[config.mk]
export PLATFORM = sky130hd
export DESIGN_NAME = seg_scan_mux
export DESIGN_NICKNAME = d
export VERILOG_FILES = /design/src/rtl/seg_scan_mux_pkg.sv /design/src/rtl/seg_scan_mux_bcd7seg_dec.sv /design/src/rtl/seg_scan_mux.sv
export SDC_FILE = /design/constraint.sdc
export NUM_CORES = 1
export LEC_CHECK = 0
export BUFFER_PORTS_ARGS = -buffer_cell sky130_fd_sc_hd__buf_4
export CAP_MARGIN = 30
export CORE_MARGIN = 5
export CORE_UTILIZATION = 30
export CTS_CLUSTER_SIZE = 8
export DETAILED_ROUTE_END_ITERATION = 16
export PLACE_DENSITY = 0.56
export SYNTH_ARGS = -nofsm -noshare
export SYNTH_HDL_FRONTEND = slang
export SYNTH_SLANG_ARGS = --single-unit
[constraint.sdc]
create_clock -name clk -period 3.5 [get_ports clk]
set_input_delay 0.7 -clock clk [delete_from_list [all_inputs] [get_ports clk]]
set_output_delay 0.7 -clock clk [all_outputs]
set_load 0.005 [all_outputs]
[src/rtl/seg_scan_mux_pkg.sv]
// Shared definitions for seg_scan_mux: scan FSM states, 7-segment patterns
// ({g,f,e,d,c,b,a}, 1 = on) and the BCD pattern lookup.
package seg_scan_mux_pkg;

    typedef enum logic {
        ST_SHOW,
        ST_GAP
    } scan_state_e;

    localparam logic [6:0] SEG_0   = 7'h3F;
    localparam logic [6:0] SEG_1   = 7'h06;
    localparam logic [6:0] SEG_2   = 7'h5B;
    localparam logic [6:0] SEG_3   = 7'h4F;
    localparam logic [6:0] SEG_4   = 7'h66;
    localparam logic [6:0] SEG_5   = 7'h6D;
    localparam logic [6:0] SEG_6   = 7'h7D;
    localparam logic [6:0] SEG_7   = 7'h07;
    localparam logic [6:0] SEG_8   = 7'h7F;
    localparam logic [6:0] SEG_9   = 7'h6F;
    localparam logic [6:0] SEG_OFF = 7'h00;

    // Non-decimal codes 10..15 show nothing.
    function automatic logic [6:0] bcd_to_seg(input logic [3:0] code);
        case (code)
            4'd0:    return SEG_0;
            4'd1:    return SEG_1;
            4'd2:    return SEG_2;
            4'd3:    return SEG_3;
            4'd4:    return SEG_4;
            4'd5:    return SEG_5;
            4'd6:    return SEG_6;
            4'd7:    return SEG_7;
            4'd8:    return SEG_8;
            4'd9:    return SEG_9;
            default: return SEG_OFF;
        endcase
    endfunction

endpackage

[src/rtl/seg_scan_mux_bcd7seg_dec.sv]
// Combinational BCD code to 7-segment decoder with a blank override;
// one instance is shared by all scanned digits.
module bcd7seg_dec
    import seg_scan_mux_pkg::*;
(
    input  logic [3:0] code_i,
    input  logic       blank_i,
    output logic [6:0] seg_o
);

    always_comb begin
        seg_o = blank_i ? SEG_OFF : bcd_to_seg(code_i);
    end

endmodule

[src/rtl/seg_scan_mux.sv]
// Time-multiplexed N-digit 7-segment scanner with dead-time and frame-aligned
// double buffering. Define SEG_LZB_EN to enable leading-zero blanking.
module seg_scan_mux
    import seg_scan_mux_pkg::*;
#(
    parameter int unsigned DIGITS    = 4,
    parameter int unsigned SEL_W     = 2,
    parameter int unsigned DIV       = 50000,
    parameter int unsigned BLANK_CYC = 2
) (
    input  logic                  clk,
    input  logic                  rst,
    input  logic [4*DIGITS-1:0]   bcd_in,
    input  logic [DIGITS-1:0]     dp_in,
    input  logic                  load,
    input  logic                  bi_n,
    input  logic                  lt_n,
    output logic [7:0]            seg,
    output logic [DIGITS-1:0]     digit_sel_n,
    output logic [SEL_W-1:0]      digit_idx,
    output logic                  frame_tick
);

    localparam int unsigned       CW       = $clog2(DIV + BLANK_CYC + 1);
    localparam logic [CW-1:0]     DIV_LAST = CW'(DIV - 1);
    localparam logic [CW-1:0]     GAP_LAST = CW'((BLANK_CYC == 0) ? 0 : BLANK_CYC - 1);
    localparam logic [SEL_W-1:0]  IDX_LAST = SEL_W'(DIGITS - 1);

    scan_state_e               state_q;
    logic [CW-1:0]             presc_q;
    logic [SEL_W-1:0]          idx_q;
    logic                      wrap_q;
    logic [4*DIGITS-1:0]       pend_bcd_q;
    logic [4*DIGITS-1:0]       act_bcd_q;
    logic [DIGITS-1:0]         pend_dp_q;
    logic [DIGITS-1:0]         act_dp_q;

    logic                      slot_end;
    logic                      advance;
    logic                      wrap;
    logic [SEL_W-1:0]          idx_d;
    logic [3:0]                cur_code;
    logic                      cur_dp;
    logic                      lzb_blank;
    logic [6:0]                dec_seg;
    logic [DIGITS-1:0]         sel_onehot;

    always_comb begin
        slot_end = (state_q == ST_SHOW) ? (presc_q == DIV_LAST) : (presc_q == GAP_LAST);
        advance  = slot_end && ((state_q == ST_GAP) || (BLANK_CYC == 0));
        wrap     = advance && (idx_q == IDX_LAST);
        idx_d    = wrap ? '0 : idx_q + 1'b1;
    end

    always_comb begin
        cur_code = '0;
        cur_dp   = 1'b0;
        for (int unsigned k = 0; k < DIGITS; k++) begin
            if (idx_q == SEL_W'(k)) begin
                cur_code = act_bcd_q[4*k +: 4];
                cur_dp   = act_dp_q[k];
            end
        end
        sel_onehot = DIGITS'(1) << idx_q;
    end

`ifdef SEG_LZB_EN
    // Walk from the most significant digit down; blank while every digit so far is zero.
    logic lead_zero;
    always_comb begin
        lead_zero = 1'b1;
        lzb_blank = 1'b0;
        for (int unsigned k = DIGITS; k > 0; k--) begin
            lead_zero = lead_zero && (act_bcd_q[4*(k-1) +: 4] == 4'd0);
            if ((idx_q == SEL_W'(k - 1)) && (k > 1)) begin
                lzb_blank = lead_zero;
            end
        end
    end
`else
    assign lzb_blank = 1'b0;
`endif

    bcd7seg_dec u_dec (
        .code_i  (cur_code),
        .blank_i (lzb_blank),
        .seg_o   (dec_seg)
    );

    always_ff @(posedge clk) begin
        if (rst) begin
            state_q     <= ST_SHOW;
            presc_q     <= '0;
            idx_q       <= '0;
            wrap_q      <= 1'b0;
            pend_bcd_q  <= '0;
            pend_dp_q   <= '0;
            act_bcd_q   <= '0;
            act_dp_q    <= '0;
            seg         <= '0;
            digit_sel_n <= '1;
            digit_idx   <= '0;
            frame_tick  <= 1'b0;
        end else begin
            // Output stage: pins follow the internal scan state one cycle later.
            digit_idx  <= idx_q;
            frame_tick <= wrap_q;
            if (!lt_n) begin
                seg <= '1;
            end else if (!bi_n || (state_q == ST_GAP)) begin
                seg <= '0;
            end else begin
                seg <= {cur_dp, dec_seg};
            end
            if (!bi_n || (state_q == ST_GAP)) begin
                digit_sel_n <= '1;
            end else begin
                digit_sel_n <= ~sel_onehot;
            end

            case (state_q)
                ST_SHOW: begin
                    if (slot_end) begin
                        presc_q <= '0;
                        if (BLANK_CYC != 0) begin
                            state_q <= ST_GAP;
                        end
                    end else begin
                        presc_q <= presc_q + 1'b1;
                    end
                end
                ST_GAP: begin
                    if (slot_end) begin
                        presc_q <= '0;
                        state_q <= ST_SHOW;
                    end else begin
                        presc_q <= presc_q + 1'b1;
                    end
                end
                default: begin
                    state_q <= ST_SHOW;
                    presc_q <= '0;
                end
            endcase

            if (advance) begin
                idx_q <= idx_d;
            end
            wrap_q <= wrap;

            if (load) begin
                pend_bcd_q <= bcd_in;
                pend_dp_q  <= dp_in;
            end
            // A load on the wrap edge bypasses the pending buffer.
            if (wrap) begin
                act_bcd_q <= load ? bcd_in : pend_bcd_q;
                act_dp_q  <= load ? dp_in  : pend_dp_q;
            end
        end
    end

endmodule

After elaboration in Yosys (flattened, before gate mapping)
Memories as Yosys holds them, arrays and structs flattened.
Index checks and enable logic that the tools add are counted.
- bits in read-only memories: 112
- word-level logic and storage cells: 47
- output and inout port bits: 15
- memories kept: 1
- flip-flop bits (word level): 75
- multiplexer cells: 17
- equal/unequal tests: 5
- shift-type cells: 1
- $add $sub $neg: 2
- reductions and logical operators: 7
- bitwise operators: 2
- memory list (name ; words ; width ; read ports ; clocked after Yosys merged registers in ; wr ports ; RTL line ; text):
    (name not given) ; 16 ; 7 ; 1 ; 0 ; 0 ; seg_scan_mux_pkg.sv:24 ; case (code)
- operators by type and width (operator ; count):
    $mux W4 ; 5
    $add A16 B1 Y16 const B ; 1
    $eq A16 B1 Y1 const B ; 1
    $eq A16 B16 Y1 const B ; 1
    $mux W16 ; 1
    $mux W8 ; 2
    $mux W1 ; 7
    $eq A2 B2 Y1 const B ; 2
    $not A4 Y4 ; 1
    $reduce_or A2 Y1 ; 2
    $shl A1 B2 Y4 const A ; 1
    $add A2 B1 Y2 const B ; 1
    $eq A2 B1 Y1 const B ; 1
    $logic_and A1 B1 Y1 ; 2
    $logic_not A2 Y1 ; 1
    $mux W2 ; 1
    $pmux W1 S2 ; 1
    $logic_not A1 Y1 ; 1
    $logic_or A1 B1 Y1 ; 1
    $not A1 Y1 ; 1

Logic depth before layout (Yosys ltp)
An unclocked memory read counts as a cell.
- depth in word-level cells: 8
- gate-level depth with buffers: 11

By module
Synthesis repeated with hierarchy kept, for this count alone.
- cells, all modules: 338
- area, all modules: 3074.2 um^2
- modules (own cells, without submodules) (module ; area an instance (um^2) ; times used ; cells an instance ; seq. area each (um^2)):
    seg_scan_mux ; 2844.0 ; 1 ; 307 ; 1501.4
    bcd7seg_dec ; 230.2 ; 1 ; 31 ; 0.0

Least setup slack after synthesis
No wires, ideal clock.
- path kind: register to register
- start point: register idx_q[0]
- end point: register seg[3]
- setup slack: 1.282 ns
- period minus slack after synthesis: 2.218 ns
- data required time: 3.414 ns
- data arrival time: 2.132 ns
- cell stages (with the launch flop): 10
- path through: dfxtp_1 -> inv_1 -> ha_1 -> buf_2 -> a211oi_1 -> a221o_1 -> inv_1 -> ha_1 -> or2_0 -> a221oi_2
- cells in the longest elaborated chain, start to end: 8
- elaborated cells between the ends (all ways): 11
- ends and longest elaborated chain (item ; RTL line ; text):
    start, declared ; seg_scan_mux.sv:31 ; logic [SEL_W-1:0] idx_q;
    start signal, assigned ; seg_scan_mux.sv:147 ; idx_q <= idx_d;
    $logic_not A2 Y1 ; seg_scan_mux.sv:59 ; if (idx_q == SEL_W'(k)) begin
    $mux W4 (3 in a row) ; seg_scan_mux.sv:59 ;
    $mux W4 * ; seg_scan_mux.sv:59 ;
    $mem_v2 Z16 W7 * ; -- ;
    $mux W8 * ; seg_scan_mux.sv:110 ; end else if (!bi_n || (state_q == ST_GAP)) begin
    $mux W8 * ; seg_scan_mux.sv:108 ; if (!lt_n) begin
    end signal, assigned ; seg_scan_mux.sv:113 ; seg <= {cur_dp, dec_seg};
    end, declared ; seg_scan_mux.sv:18 ; output logic [7:0] seg,
Mark *: on every way between the ends. The rest lies on a longest branch, timed or not.
A chain may end at the register's enable or synchronous reset.

Worst setup path after layout
- start point: register idx_q[1]
- end point: register seg[3]
Same word-level chain as after synthesis.

==> flow_metrics.tcl <==
set metrics [dict create \
    outcome "finished, final reports clean" \
    rows 37 \
    crit_slowest_cell "dfxtp_1" \
    synth_nets 361 \
    portBuffers 39 \
    start_util_pct 30.45 \
    relSlewSlack_pct 52.58 \
    max_freq_ghz 0.4016 \
    pre_cts_slack_ns 1.070 \
    ir_drop_mv 0.1824 \
    p_leak_nw 1.502 \
    post-route-cell-area_um2 3714 \
    clk_pin_slew_worst_paths_ns 0.08 \
    clk_path_buf_depth 2 \
    finClkSkew_ns 0.01001 \
    ys_ff_latch 75 \
    fin_crit_sh_pct 71.14 \
    worstPathRequired_ns 3.76 \
    cts_tree "yes" \
    antenna_left 0 \
    postLayoutCoreUtil_pct 36.30 \
    num-fill-cells 1026 \
    ys.warnings.count 0 \
    critical_path_arrival_ns 2.75 \
    yosysMostFrequentCell "dfxtp_1" \
    syn-instance-count 324 \
    critPathLaunchType "register" \
    place_area_um2 3487 \
    period_minus_slack_ns 2.490 \
    synth_area_leaders "dfxtp_1 (48%), mux2i_1 (7.1%), ha_1 (4.8%), o21ai_0 (4.0%), nand2_1 (3.7%)" \
    drtIter0Drc 84 \
    synth_top_area_share_pct 48.19 \
    numCtsBuffers 9 \
    design.core.area_um2 10230 \
    async_reset_ff_share_pct 0 \
    reg2reg_depth 8 \
    boundaryPins 40 \
    hold_slack_ns 0.4475 \
    drc 0 \
    firstDrtPassIters 4 \
    post-cts-setup-buffers 0 \
    cts.sinks 75 \
    drt_wl_total_um 6446 \
    max_stage_delay_ns 0.39 \
    area_growth_pct 19.20 \
    hold_buffers 0 \
    synthesis.area_um2 3115 \
    wl_per_cell_um 13.00 \
    dp.cells 480 \
    fp.dieW_um 111.9 \
    maxSlewViolCount 0 \
    stdcell_count 496 \
    overflow 0 \
    dp_hpwl_um 4577 \
    diodes 0 \
    synth-edff-count 0 \
    grt_max_degree 47 \
    hold_class "register to register" \
    crit_path_end_kind "register" \
    cts_max_level 3 \
    synth_common_cells "dfxtp_1 (75), nand2_1 (31), nor2_1 (27)" \
    vias 2300 \
    worstMarginPinSlew_ns 0.7091 \
    total_power_mw 1.727 \
    crit_fanout 11 \
    clk_latency_ns 0.34 \
    cts_resized 0 \
    drive_gt1_share_pct 19.44 \
    gp_congestion 0.8517 \
    root_buffer "clkbuf_8" \
    setup_ws_ns 1.010 \
    synth_cell_types 47 \
    track_usage_pct 10.57 \
    power.density_nw_per_um2 465.1 \
    finalHoldViolations 0 \
    path_cells "inv_1 -> ha_1 -> a211oi_1 -> a221o_1 -> inv_1 -> ha_1 -> or2_0 -> a221oi_2" \
    first_global_vias 2251 \
    viasPerCell 4.637 \
    setup-violations-final 0 \
    hold-path-cell-count 1 \
    finalSetupTns_ns 0 \
    yosys.area.top_type "dfxtp_1" \
    rsz0062_at_grt "no" \
    syn_area_per_cell_um2 9.616 \
    ys_seq_area_share_pct 48.19 \
    final_nets 392 \
    ys.flop_type "dfxtp_1" \
    die_y_um 111.9 \
    crit_type "register to register" \
    antenna_found_initial 0 \
    grt_pass1_wl_um 10790 \
    maxCapViolCount 0 \
    dieArea_um2 12520 \
]
[critical path: cells and delay by family, from the launching register on]
| kind | cells | cell delay [ns] |
|---|---|---|
| fa+ha+maj | 2 | 0.64 |
| flops | 1 | 0.39 |
| simple gates | 1 | 0.25 |
| compound gates | 3 | 0.89 |
| buf+inv | 2 | 0.24 |
[cells by family (layout without fill, tap and decap cells)]
logic type      after synthesis  count (layout)  synth area share (%)
flops                        75              75                 48.19
compound gates               55              55                 12.09
simple gates                116             116                 19.44
mux                          22              22                 7.068
xor+xnor                     13              13                 3.655
fa+ha+maj                    12              12                 4.819
buf+inv                      31              67                 4.739
[final cells by class]
class / instances / area [um^2] / share of cell area (%)
flip-flops and latches: 75 / 1501 / 40.43
multi-input cells: 218 / 1466 / 39.49
repair buffers: 42 / 315.3 / 8.491
well taps: 136 / 170.2 / 4.582
clock buffers: 11 / 141.4 / 3.807
clock inverters: 5 / 85.08 / 2.291
inverters: 9 / 33.78 / 0.9097
[power breakdown]
group | leakage (nW) | internal (mW) | switching, mW
Clock | 0.110 | 0.425 | 0.318
Combinational | 0.780 | 0.0507 | 0.0487
Sequential | 0.612 | 0.876 | 0.00814
[layout by cell type, fill, tap and decap left out, drive strengths merged, types with 9 or more instances in the layout]
cell type  count
dfxtp         75
buf           42
nand2         32
nor2          27
o21ai         25
mux2i         22
ha            12
xor2          11
nor3          11
clkbuf        11
inv           10
a211oi         9
[worst paths after layout]
| kind | start | endpoint | slack, ns |
|---|---|---|---|
| worst max-delay path | idx_q[1]$_SDFFE_PP0N_ | seg[3]$_SDFF_PP0_ | 1.01 |
| worst min-delay path | wrap_q$_SDFF_PP0_ | frame_tick$_SDFF_PP0_ | 0.45 |
| worst max register to register | idx_q[1]$_SDFFE_PP0N_ | seg[3]$_SDFF_PP0_ | 1.01 |
| worst min register to register | wrap_q$_SDFF_PP0_ | frame_tick$_SDFF_PP0_ | 0.45 |
[sequential cells by signal, summed over array words and instances (netlist names), 2 cells and up]
| register | count |
|---|---|
| act_bcd_q | 16 |
| act_dp_q | 4 |
| digit_idx | 2 |
| digit_sel_n | 4 |
| idx_q | 2 |
| pend_bcd_q | 16 |
| pend_dp_q | 4 |
| presc_q | 16 |
| seg | 8 |
[layer usage]
layer  up-vias  global-route usage, %  share of wire (%)
met3         4                  3.641                3.5
met4         0                  2.433               0.78
li1       1193                      -                  -
met2        30                  17.91                 50
met5         -                      0                  0
met1      1073                  12.93                 46
Power figures use the tool's default switching activity.
